[src/rtl/l8_psum_writeback.sv]
// Read-modify-write accumulator in front of the layer-8 BRAM2 bank: each accepted
// partial-sum vector is added lane-wise (saturating) to the stored vector at addr_cnt.
module l8_psum_writeback #(
    parameter int N_adder_tree = 16,
    parameter int addr_width   = 10,
    parameter int DEPTH        = 1024,
    parameter int N_PASS       = 4,
    parameter int RELU         = 1
) (
    input  logic                         clk,
    input  logic                         rst,
    input  logic                         start,
    input  logic                         in_valid,
    output logic                         in_ready,
    input  logic [N_adder_tree*16-1:0]   in_data,
    output logic [addr_width-1:0]        BRAM2_addr,
    output logic                         wr,
    output logic [N_adder_tree*16-1:0]   BRAM2_in,
    input  logic [N_adder_tree*16-1:0]   BRAM2_out,
    output logic                         busy,
    output logic                         done
);

    localparam int VEC_W  = N_adder_tree * 16;
    localparam int PASS_W = $clog2(N_PASS + 1);

    typedef enum logic [2:0] {IDLE, RD, ADD, WR, FIN} state_t;

    state_t                 state;
    logic [addr_width-1:0]  addr_cnt;
    logic [PASS_W-1:0]      pass_cnt;
    logic [VEC_W-1:0]       in_data_p0;
    logic [VEC_W-1:0]       sum_p0;
    logic                   first_pass;
    logic                   last_pass;
    logic                   last_addr;

    function automatic logic signed [15:0] sat16(input logic signed [16:0] v);
        if (v > 17'sd32767)
            return 16'sh7FFF;
        else if (v < -17'sd32768)
            return 16'sh8000;
        else
            return v[15:0];
    endfunction

    function automatic logic signed [15:0] relu16(input logic signed [15:0] v);
        return v[15] ? 16'sd0 : v;
    endfunction

    assign first_pass = (pass_cnt == '0);
    assign last_pass  = (pass_cnt == PASS_W'(N_PASS - 1));
    assign last_addr  = (addr_cnt == addr_width'(DEPTH - 1));

    // Stage p0: operand captured at accept; BRAM2_out for the same address is valid during ADD.
    always_ff @(posedge clk) begin
        if (state == RD && in_valid && in_ready)
            in_data_p0 <= in_data;
    end

    always_comb begin
        logic signed [15:0] lane_in;
        logic signed [15:0] lane_old;
        logic signed [16:0] lane_wide;
        logic signed [15:0] lane_sum;
        sum_p0    = '0;
        lane_in   = '0;
        lane_old  = '0;
        lane_wide = '0;
        lane_sum  = '0;
        for (int i = 0; i < N_adder_tree; i++) begin
            lane_in   = in_data_p0[16*i +: 16];
            // Stale bank contents are never cleared, so the first pass ignores them.
            lane_old  = first_pass ? 16'sd0 : BRAM2_out[16*i +: 16];
            lane_wide = {lane_in[15], lane_in} + {lane_old[15], lane_old};
            lane_sum  = sat16(lane_wide);
            if (RELU != 0 && last_pass)
                lane_sum = relu16(lane_sum);
            sum_p0[16*i +: 16] = lane_sum;
        end
    end

    always_ff @(posedge clk or posedge rst) begin
        if (rst) begin
            state      <= IDLE;
            addr_cnt   <= '0;
            pass_cnt   <= '0;
            in_ready   <= 1'b0;
            wr         <= 1'b0;
            BRAM2_addr <= '0;
            BRAM2_in   <= '0;
            busy       <= 1'b0;
            done       <= 1'b0;
        end else begin
            case (state)
                IDLE: begin
                    done <= 1'b0;
                    if (start) begin
                        addr_cnt   <= '0;
                        pass_cnt   <= '0;
                        busy       <= 1'b1;
                        in_ready   <= 1'b1;
                        BRAM2_addr <= '0;
                        state      <= RD;
                    end
                end
                RD: begin
                    if (in_valid) begin
                        in_ready <= 1'b0;
                        state    <= ADD;
                    end
                end
                ADD: begin
                    wr         <= 1'b1;
                    BRAM2_addr <= addr_cnt;
                    BRAM2_in   <= sum_p0;
                    state      <= WR;
                end
                WR: begin
                    wr <= 1'b0;
                    if (last_addr) begin
                        addr_cnt <= '0;
                        pass_cnt <= pass_cnt + 1'b1;
                    end else begin
                        addr_cnt <= addr_cnt + 1'b1;
                    end
                    if (last_addr && last_pass) begin
                        done  <= 1'b1;
                        busy  <= 1'b0;
                        state <= FIN;
                    end else begin
                        in_ready   <= 1'b1;
                        BRAM2_addr <= last_addr ? '0 : addr_cnt + 1'b1;
                        state      <= RD;
                    end
                end
                FIN: begin
                    done  <= 1'b0;
                    state <= IDLE;
                end
                default: begin
                    state <= IDLE;
                end
            endcase
        end
    end

endmodule

[config.mk]
export PLATFORM = sky130hd
export DESIGN_NAME = l8_psum_writeback
export DESIGN_NICKNAME = d
export VERILOG_FILES = /design/src/rtl/l8_psum_writeback.sv
export SDC_FILE = /design/constraint.sdc
export NUM_CORES = 1
export LEC_CHECK = 0
export CAP_MARGIN = 20
export CORE_AREA = 2 2 304 306
export DETAILED_ROUTE_END_ITERATION = 10
export DIE_AREA = 0 0 306 308
export GPL_ROUTABILITY_DRIVEN = 0
export GPL_TIMING_DRIVEN = 0
export HOLD_SLACK_MARGIN = 0.15
export PLACE_DENSITY = 0.73
export SLEW_MARGIN = 30
export SYNTH_ARGS = -nofsm -noshare
export SYNTH_HDL_FRONTEND = slang
export SYNTH_SLANG_ARGS = --single-unit
[constraint.sdc]
create_clock -name clk -period 12.9 [get_ports clk]
set_input_delay 3.225 -clock clk [delete_from_list [all_inputs] [get_ports clk]]
set_output_delay 3.225 -clock clk [all_outputs]
set_load 0.02 [all_outputs]
======== Yosys cells after proc, flatten, opt, wreduce, memory -nomap -nowiden ========
Index checks and enable logic that the tools add are counted.
storage, ports and cells
  flip-flop bits (word level) ............. 542
  bits of input ports ..................... 516
  output and inout bits ................... 270
  word-level logic and storage cells ...... 190
cells by class
  add/sub/neg operators ................... 18
  magnitude comparators ................... 32
  equality and inequality tests ........... 11
  muxes and demuxes ....................... 101
  reduce and logical (&&, ||, !) cells .... 18
operator list
  operator                 number
  $mux W16                 64
  $add A16 B16 Y17         16
  $gt A17 B16 Y1 const B   16
  $lt A17 B16 Y1 const B   16
  $mux W15                 16
  $mux W10                 3
  $pmux W10 S3             1
  $pmux W10 S2             1
  $mux W3                  5
  $pmux W3 S4              1
  $add A10 B1 Y10 const B  1
  $eq A10 B10 Y1 const B   1
  $ne A2 B2 Y1 const B     5
  $eq A3 B2 Y1 const B     3
  $reduce_and A3 Y1        3
  $logic_not A3 Y1         2
  $pmux W1 S2              3
  $pmux W3 S2              1
  $reduce_and A2 Y1        3
  $reduce_bool A2 Y1       3
  $reduce_bool A3 Y1       2
  $mux W1                  5
  $reduce_and A4 Y1        1
  $add A3 B1 Y3 const B    1
  other kinds (5)          7

======== Logic depth before layout (Yosys ltp) ========
Gate-level depths: netlist of run 1.
  depth after elaboration ................. 8
  depth in mapped cells ................... 19
  gate-level depth less buffers ........... 16

======== Least setup slack after synthesis of run 1 ========
No wires, ideal clock.
  path type ............................... input port to flip-flop
  from .................................... input in_valid
  to ...................................... register in_data_p0[0] (enable)
  library setup time ...................... 0.648 ns
  data arrival time ....................... 9.352 ns
  required time ........................... 12.252 ns
  setup slack ............................. 2.900 ns
  stages on the path ...................... 2
  buffers on the path ..................... 0
  cells stage by stage .................... nor4b_1 > and2_1
between the ends
  cells in the longest elaborated chain, start to end .. 2
ends and longest elaborated chain
  item                               line  RTL
  start, declared                    13    input logic in_valid,
  $logic_and A1 B1 Y1 (2 in series)  57    if (state == RD && in_valid && in_ready)
  end signal, assigned               58    in_data_p0 <= in_data;
  end, declared                      32    logic [VEC_W-1:0] in_data_p0;
Every way passes these cells.
A chain may end at the register's enable or synchronous reset.

======== Final worst setup path of run 1 ========
  from .................................... input BRAM2_out[144]
  to ...................................... register BRAM2_in[148]
between the ends
  cells in the longest elaborated chain, start to end .. 7
  elaborated cells on any way between the ends .. 8
  those cells by class .................... add/sub (1); order compare (2); mux (5)
ends and longest elaborated chain
  item                  line  RTL
  start, declared       19    input logic [N_adder_tree*16-1:0] BRAM2_out,
  $mux W16 (*)          74    lane_old = first_pass ? 16'sd0 : BRAM2_out[16*i +: 16];
  $add A16 B16 Y17 (*)  75    lane_wide = {lane_in[15], lane_in} + {lane_old[15], lane_old};
  $lt A17 B16 Y1        41    else if (v < -17'sd32768)
  $mux W16              41
  $mux W16 (*)          39    if (v > 17'sd32767)
  $mux W15              48    return v[15] ? 16'sd0 : v;
  $mux W16 (*)          77    if (RELU != 0 && last_pass)
  end signal, assigned  116   BRAM2_in <= sum_p0;
  end, declared         18    output logic [N_adder_tree*16-1:0] BRAM2_in,
Mark *: on every way between the ends. The rest lies on a longest branch, timed or not.

==> results of run 1 <==
-- state kept, by name, summed over array words and instances, names as in the netlist --
name        flops
in_ready        1
busy            1
pass_cnt        3
wr              1
BRAM2_in      256
addr_cnt       10
in_data_p0    256
done            1
state           3
BRAM2_addr     10
-- cells in the final DEF (no fill, tap or decap), types with 25 or more instances in the layout --
cell             netlist  layout
a21o_1                91      91
a21oi_1              217     217
a221o_1               72      72
a31oi_1               55      55
and2_1               258     257
clkbuf_1             100      87
clkbuf_16              0      73
clkbuf_2               0      26
clkdlybuf4s50_1        0     785
dfrtp_1              286     286
edfxtp_1             256     256
ha_1                 260     260
inv_1                131     130
nand2_1              296     296
nand2b_1              41      40
nand3_1               68      68
nor2_1               265     263
nor2b_1               46      46
nor3_1                51      51
o211ai_1              38      38
o21a_1                41      41
o21ai_0              198     198
o21ai_1               41      41
or3_1                 25      25
xnor2_1              129     128
xor2_1                65      65
-- final cells by class --
class	instances	area (um^2)	share of cell area [%]
Clock buffer	97	2030	4.46
Sequential cell	542	14800	32.6
Inverter	131	499	1.10
Multi-Input combinational cell	2588	17600	38.7
Tap cell	1186	1480	3.26
Clock inverter	28	273	0.600
Buffer	116	499	1.10
Antenna cell	18	45.0	0.0990
Timing Repair Buffer	800	8220	18.1
-- power groups by stage --
| stage | Sequential (mW) | Clock (mW) | Combinational, mW |
|---|---|---|---|
| 3_5_place_dp | 2.76 | 0 | 3.59 |
| 6_report | 2.74 | 2.01 | 3.59 |
| 5_1_grt | 2.79 | 2.10 | 3.83 |
| 4_1_cts | 2.74 | 2.04 | 3.61 |
| 3_3_place_gp | 2.84 | 0 | 3.48 |
| 2_1_floorplan | 3.21 | 0 | 1.28 |
-- stage by stage --
| stage | power, mW | TNS [ns] | instances | hold WS, ns | setup WS (ns) |
|---|---|---|---|---|---|
| 5_1_grt | 8.72 | 0 | 5500 | 0.500 | 6.13 |
| 3_3_place_gp | 6.32 | -1189.05 | 5348 | 0.454 | -3.00 |
| 4_1_cts | 8.38 | 0 | 5488 | 0.473 | 6.36 |
| 6_report | 8.34 | 0 | 5506 | 0.470 | 6.30 |
| 2_1_floorplan | 4.50 | 0 | 3377 | 0.477 | 1.78 |
| 3_5_place_dp | 6.35 | 0 | 5363 | 0.460 | 5.74 |
-- worst min path at each step --
stage / from / to / slack (ns) / depth (start not counted)
finish: BRAM2_in[200] / BRAM2_in[200] / 0.47 / 2
global route: BRAM2_in[255] / BRAM2_in[255] / 0.50 / 2
CTS: BRAM2_in[134] / BRAM2_in[134] / 0.47 / 2
detailed placement: BRAM2_in[134] / BRAM2_in[134] / 0.46 / 2
global placement: BRAM2_in[131] / BRAM2_in[131] / 0.45 / 2
floorplan: pass_cnt[0] / pass_cnt[0] / 0.48 / 1
-- layer usage --
| layer | vias to the layer above | part of all wire [%] | global-route usage (%) |
|---|---|---|---|
| met1 | 14600 | 39 | 33.2 |
| li1 | 14100 | - | - |
| met3 | 287 | 8.6 | 7.25 |
| met4 | 12 | 5.1 | 13.4 |
| met2 | 1343 | 47 | 45.2 |
| met5 | - | 0.060 | 0 |
-- cell families after synthesis --
kind of cell             Yosys count  synth area share, %
AND/OR/NAND/NOR                 1139                 16.9
AO/OA/AOI/OAI                    969                 19.6
flip-flops                       542                 44.5
adder cells (fa/ha/maj)          276                 10.7
buffers and inverters            247                 2.86
XOR/XNOR                         195                 5.14
multiplexers                       9                0.277
-- critical path, delay by kind of cell --
| family | cells | cell delay [ns] |
|---|---|---|
| adder cells (fa/ha/maj) | 2 | 0.56 |
| AO/OA/AOI/OAI | 6 | 1.59 |
| AND/OR/NAND/NOR | 4 | 1.22 |
| buffers and inverters | 2 | 0.57 |
==> results.md, run 1 <==
- Top-area cell type share of the netlist area: 23.0%
- Cells after synthesis: 3,377
- Minimum clock period: 6.60 ns
- CTS Sinks: ~540
- Comb pwr share: 43.1%
- Power Dens Cells: between 150 and 200 nW/um^2
- Max-slew headroom: 31.9%
- Max Freq: 152 MHz
- Part of the power in registers: 32.9%
- Layout cell share with drive strength beyond 1: 4.70%
- Initial Util: 36.7%
- Clock share of power: 24.1%
- Commonest cells post-synth: nand2_1 (296), dfrtp_1 (286), nor2_1 (265)
- Avg Synthesized Cell Area: 9.88 um^2
- CP Class: input port to flip-flop
- Mapped cell area: 33,400 um^2
- Psw: 3.25 mW
- Skew-Pair Late Insertion Delay: 0.64 ns
- Post-route cell area: 45,500 um^2
- Fin. max-slew vios: 0
- Async S/R FF share, synth: between 50% and 60%
- # fillers: 8,232
- Max-Cap Viols: 0
- CTS H-Tree Depth: 3
- All-layer global routing usage: 27.4%
- Core outline area: about 91,000 um^2
- Clk_skew: 0.0196 ns
- First-pass GRT wire length: 191 mm
- Sequence of cells on the critical path: clkdlybuf4s50_1 -> and2_1 -> ha_1 -> inv_1 -> fa_1 -> nor2b_1 -> o21ai_1 -> a21o_1 -> a211oi_1 -> o21ai_0 -> a21oi_1 -> nand2_1 -> nor2_1 -> a221o_1
- Critical Path AT: 7.17 ns
- Area leader, netlist: edfxtp_1
- DRC: 0
- Main synth FF type: dfrtp_1
- Syn Nets: 4,169
- Distinct cells, synth: 89
- Register area share after synthesis: 44.5%
- Post-CTS Repair Setup Buffers: 0
- CTS tree: done
- Flops & latches, synth: 542
- Row Count: around 110
- Int Power: 5.09 mW
- Leakage: 19.2 nW
- DP Wirelength: 103 mm
- Die outline width: 306 um
- Clk pin slew, worst setup/hold paths: approximately 0.060 ns
- Initial antenna violation count: 29
- Final hold violation count: 0
- Run status: completed
- First-pass DRT Iterations: 8
- Tightest Pin Transition: 1.02 ns
- Vias: about 30,000
- Worst Path Max Fanout: 9
- Post-CTS Hold Buffers: 0
- Resize count post-CTS: 0
- Critical Path RT: 13.47 ns
- Hold Path Class: flip-flop to flip-flop
- Synth top area cells: edfxtp_1 (23%), dfrtp_1 (21%), ha_1 (9.7%)
- WL per Instance: approximately 24 um
- Critical path's largest stage delay: 0.66 ns
- Routed wire length: ~130 mm
- Iter 0 DRT Violations: 2,326
- CTS buffer count: 69
- Count leader, synth: nand2_1
- Die Y: 308 um
- Critical path origin: BRAM2_out[144]
- Post-synth EDFFs: 256
- Via density: 5.52
- FF-to-FF End: BRAM2_in[184]
- Switching part of the total power: approximately two fifths
- Setup crit start kind: input port
- Total gr overflow: 0
- Finished Core Util: about 50%
- RR Startpoint: pass_cnt[0]
- IO Pins: 786
- RSZ-0062 raised after global routing: no
- Nets@finish: 5,040
- Tcrit/Tclk final: 51.1%
- Max VDD drop: 0.131 mV
- Area growth from synthesis to layout: 36.3%
- Slowest library cell on the worst path: nor2_1
- Placed Area: roughly 43,000 um^2
- Max clock buf depth: 3
- Reg2reg setup slack: ~7.6 ns
- Yosys warnings: 0
- Worst setup EP type: flip-flop
- End of the critical path: BRAM2_in[148]
- Die ar.: ~94,000 um^2
- # port buffers: 785
- Post-route ant nets: 0
- Root Buffer: clkbuf_16
- # setup viols final: 0
- Largest net degree at the start of global routing: 85
- Vias in the first global route: roughly 30,000
- Reg2reg path depth: 17
Note: power is estimated with default switching activity, not from simulation.
==> inputs of run 2 (changes only) <==
--- a/config.mk
+++ b/config.mk
@@ -12,7 +12,7 @@
 export GPL_ROUTABILITY_DRIVEN = 0
 export GPL_TIMING_DRIVEN = 0
 export HOLD_SLACK_MARGIN = 0.15
-export PLACE_DENSITY = 0.73
+export PLACE_DENSITY = 0.75
 export SLEW_MARGIN = 30
 export SYNTH_ARGS = -nofsm -noshare
 export SYNTH_HDL_FRONTEND = slang
==> constraint.sdc (replaced) <==
create_clock -name clk -period 5.6 [get_ports clk]
set_input_delay 1.4 -clock clk [delete_from_list [all_inputs] [get_ports clk]]
set_output_delay 1.4 -clock clk [all_outputs]
set_load 0.02 [all_outputs]
==> run 2 against run 1 <==
Non-clock buffer count increased by 8. Via count increased by 0.51%. First-iteration DRC count increased by 7.8%. Routed wire length increased by 0.72%. Cell count increased by 0.25%.
==> results.md, run 2 (synthesized netlist as in run 1, its figures left out) <==
- Run status: completed (unchanged)
- Buf/Inv on CP: 6 (was 2)
- Reg2reg path depth: 19 (was 17)
- Clk_skew: 0.0194 ns (was 0.0196 ns)
- Initial antenna violation count: 37 (was 29)
- Commonest non-fill, non-tap cell in the layout: clkdlybuf4s50_1 (unchanged)
- Die Y: 308 um (unchanged)
- Fin. max-slew vios: 0 (unchanged)
- RR Startpoint: pass_cnt[0] (unchanged)
- Area of the multi-input gates: 17,600 um^2 (unchanged)
- Initial Util: 36.7% (unchanged)
- CTS buffer count: 69 (unchanged)
- Critical Path AT: 5.85 ns (was 7.17 ns)
- Power Dens Cells: 423 nW/um^2 (was 183 nW/um^2)
- RSZ-0062 raised after global routing: no (unchanged)
- Final hold violation count: 0 (unchanged)
- Total gr overflow: 0 (unchanged)
- Die ar.: 94,200 um^2 (unchanged)
- DRC: 0 (unchanged)
- Family with the most delay on the worst path: buffers and inverters (was compound AO/OA/AOI/OAI gates)
- Post-CTS Hold Buffers: 0 (unchanged)
- Root Buffer: clkbuf_16 (unchanged)
- WL per Instance: 24.2 um (was 24.1 um)
- DP Wirelength: 106 mm (was 103 mm)
- Largest net degree at the start of global routing: 47 (was 85)
- Worst setup EP type: flip-flop (unchanged)
- Max-Cap Viols: 0 (unchanged)
- Row Count: 111 (unchanged)
- Max VDD drop: 0.257 mV (was 0.131 mV)
- Nets@finish: 5,048 (was 5,040)
- Sum Neg Setup Slack: 0 ns (unchanged)
- CP Depth: 19 (was 14)
- Via density: 5.53 (was 5.52)
- Resize count post-CTS: 0 (unchanged)
- CTS tree: done (unchanged)
- First-pass DRT Iterations: 6 (was 8)
- Core outline area: 91,000 um^2 (unchanged)
- # port buffers: 785 (unchanged)
- Tightest Pin Transition: 1.07 ns (was 1.02 ns)
- Most frequent cells in the layout: clkdlybuf4s50_1 (785), nand2_1 (296), dfrtp_1 (286) (unchanged)
- Critical path origin: pass_cnt[0] (was BRAM2_out[144])
- CP Class: flip-flop to flip-flop (was input port to flip-flop)
- End of the critical path: BRAM2_in[45] (was BRAM2_in[148])
- Setup crit start kind: flip-flop (was input port)
- Critical path's largest stage delay: 0.59 ns (was 0.66 ns)
- Slowest library cell on the worst path: clkbuf_1 (was nor2_1)
- Reg2reg setup slack: 0.30 ns (was 7.56 ns)
- Max clock buf depth: 3 (unchanged)
- FF-to-FF End: BRAM2_in[45] (was BRAM2_in[184])
- CTS Sinks: 542 (unchanged)
- Vias: 30,500 (was 30,400)
- Power, Total: 19.3 mW (was 8.34 mW)
- CTS H-Tree Depth: 3 (unchanged)
- # fillers: 8,162 (was 8,232)
- Area growth from synthesis to layout: 37.0% (was 36.3%)
- Tcrit/Tclk final: between 90 and 100%
- Minimum clock period: 5.30 ns
- Worst Path Max Fanout: 10 (was 9)
- Routed wire length: 133 mm (was 132 mm)
- HP Start: BRAM2_in[195] (was BRAM2_in[200])
- Vias in the first global route: 30,000 (was 29,900)
- Largest regs: BRAM2_in x256, in_data_p0 x256 (unchanged)
- Fin Hold WS: 0.476 ns (was 0.470 ns)
- First-pass GRT wire length: 192 mm (was 191 mm)
- Leakage: 19.3 nW (was 19.2 nW)
- Die outline width: 306 um (unchanged)
- Sequence of cells on the critical path: inv_1 -> ha_1 -> nand2_1 -> clkbuf_1 -> clkbuf_2 -> buf_16 -> nand2_1 -> inv_1 -> ha_1 -> a21o_1 -> a21oi_1 -> o21ai_1 -> a31oi_1 -> o31ai_1 -> xor2_1 -> a21o_1 -> clkbuf_1 -> o21ai_0 -> o21ai_1 (was clkdlybuf4s50_1 -> and2_1 -> ha_1 -> inv_1 -> fa_1 -> nor2b_1 -> o21ai_1 -> a21o_1 -> a211oi_1 -> o21ai_0 -> a21oi_1 -> nand2_1 -> nor2_1 -> a221o_1)
- Post-CTS Repair Setup Buffers: 0 (unchanged)
- Critical Path RT: 6.16 ns (was 13.47 ns)
- All-layer global routing usage: 27.5% (was 27.4%)
- Iter 0 DRT Violations: 2,508 (was 2,326)
- Post-route ant nets: 0 (unchanged)
- Seq. cell area: 14,800 um^2 (unchanged)
- Clk pin slew, worst setup/hold paths: 0.06 ns (about the same)
- Layout cell share with drive strength beyond 1: 4.94% (was 4.70%)
- Hold Path Class: flip-flop to flip-flop (unchanged)
- Skew-Pair Late Insertion Delay: 0.64 ns (about the same)
- # setup viols final: 0 (unchanged)
- Max Freq: approximately 190 MHz
- Max-slew headroom: 28.7% (was 31.9%)
- IO Pins: 786 (unchanged)
[run 2: cell count changes in the layout (fill, tap and decap cells not counted), moves of 2 or more]
cell,before,now
buf_12,3,11
clkinv_1,11,4
diode_2,18,24
clkbuf_1,87,91
clkbuf_8,11,8
clkinv_2,5,8
clkinv_4,3,0
clkbuf_16,73,75
inv_4,0,2
[run 2: final cells by class]
cell class                      instances  share of cell area (%)
Antenna cell                           24                   0.131
Buffer                                116                    1.09
Clock buffer                          100                    4.49
Clock inverter                         25                   0.632
Inverter                              131                    1.08
Multi-Input combinational cell       2588                    38.5
Sequential cell                       542                    32.5
Tap cell                             1186                    3.25
Timing Repair Buffer                  808                    18.4
[run 2: how the worst min path moves through the flow]
stage	end	slack, ns	cells after the start
floorplan	pass_cnt[0]	0.48	1
global placement	BRAM2_in[195]	0.45	2
detailed placement	BRAM2_in[134]	0.46	2
CTS	BRAM2_in[134]	0.47	2
global route	BRAM2_in[39]	0.50	2
finish	BRAM2_in[195]	0.48	2
[run 2: metal layers]
metal  track usage, %  up-vias  part of all wire, %
li1                 -    14100                    -
met1             32.7    14700                   39
met2             45.7     1410                   47
met3             7.40      333                  8.5
met4             14.0       16                  5.4
met5                0        -                0.080
[run 2: worst reg2reg max path: cells and delay by family, from the launching register on]
kind	cells	cell delay (ns)
buf+inv	6	1.81
compound gates	8	1.80
xor+xnor	1	0.43
flops	1	0.41
simple gates	2	0.34
fa+ha+maj	2	0.42
[run 2: power by group]
part	internal (mW)	switching (mW)
Sequential	5.57	0.764
Clock	2.82	1.85
Combinational	3.42	4.90
Total	11.8	7.51
[run 2: per-stage QoR]
step,worst slack [ns],instances,util (%),cell area (um^2)
global route,0.0109,5514,50.2,45700
CTS,0.141,5496,50.2,45600
finish,0.302,5520,50.3,45700
global placement,-2.35,5348,47.0,42700
floorplan,0.284,3377,-,33400
detailed placement,0.198,5371,47.6,43300
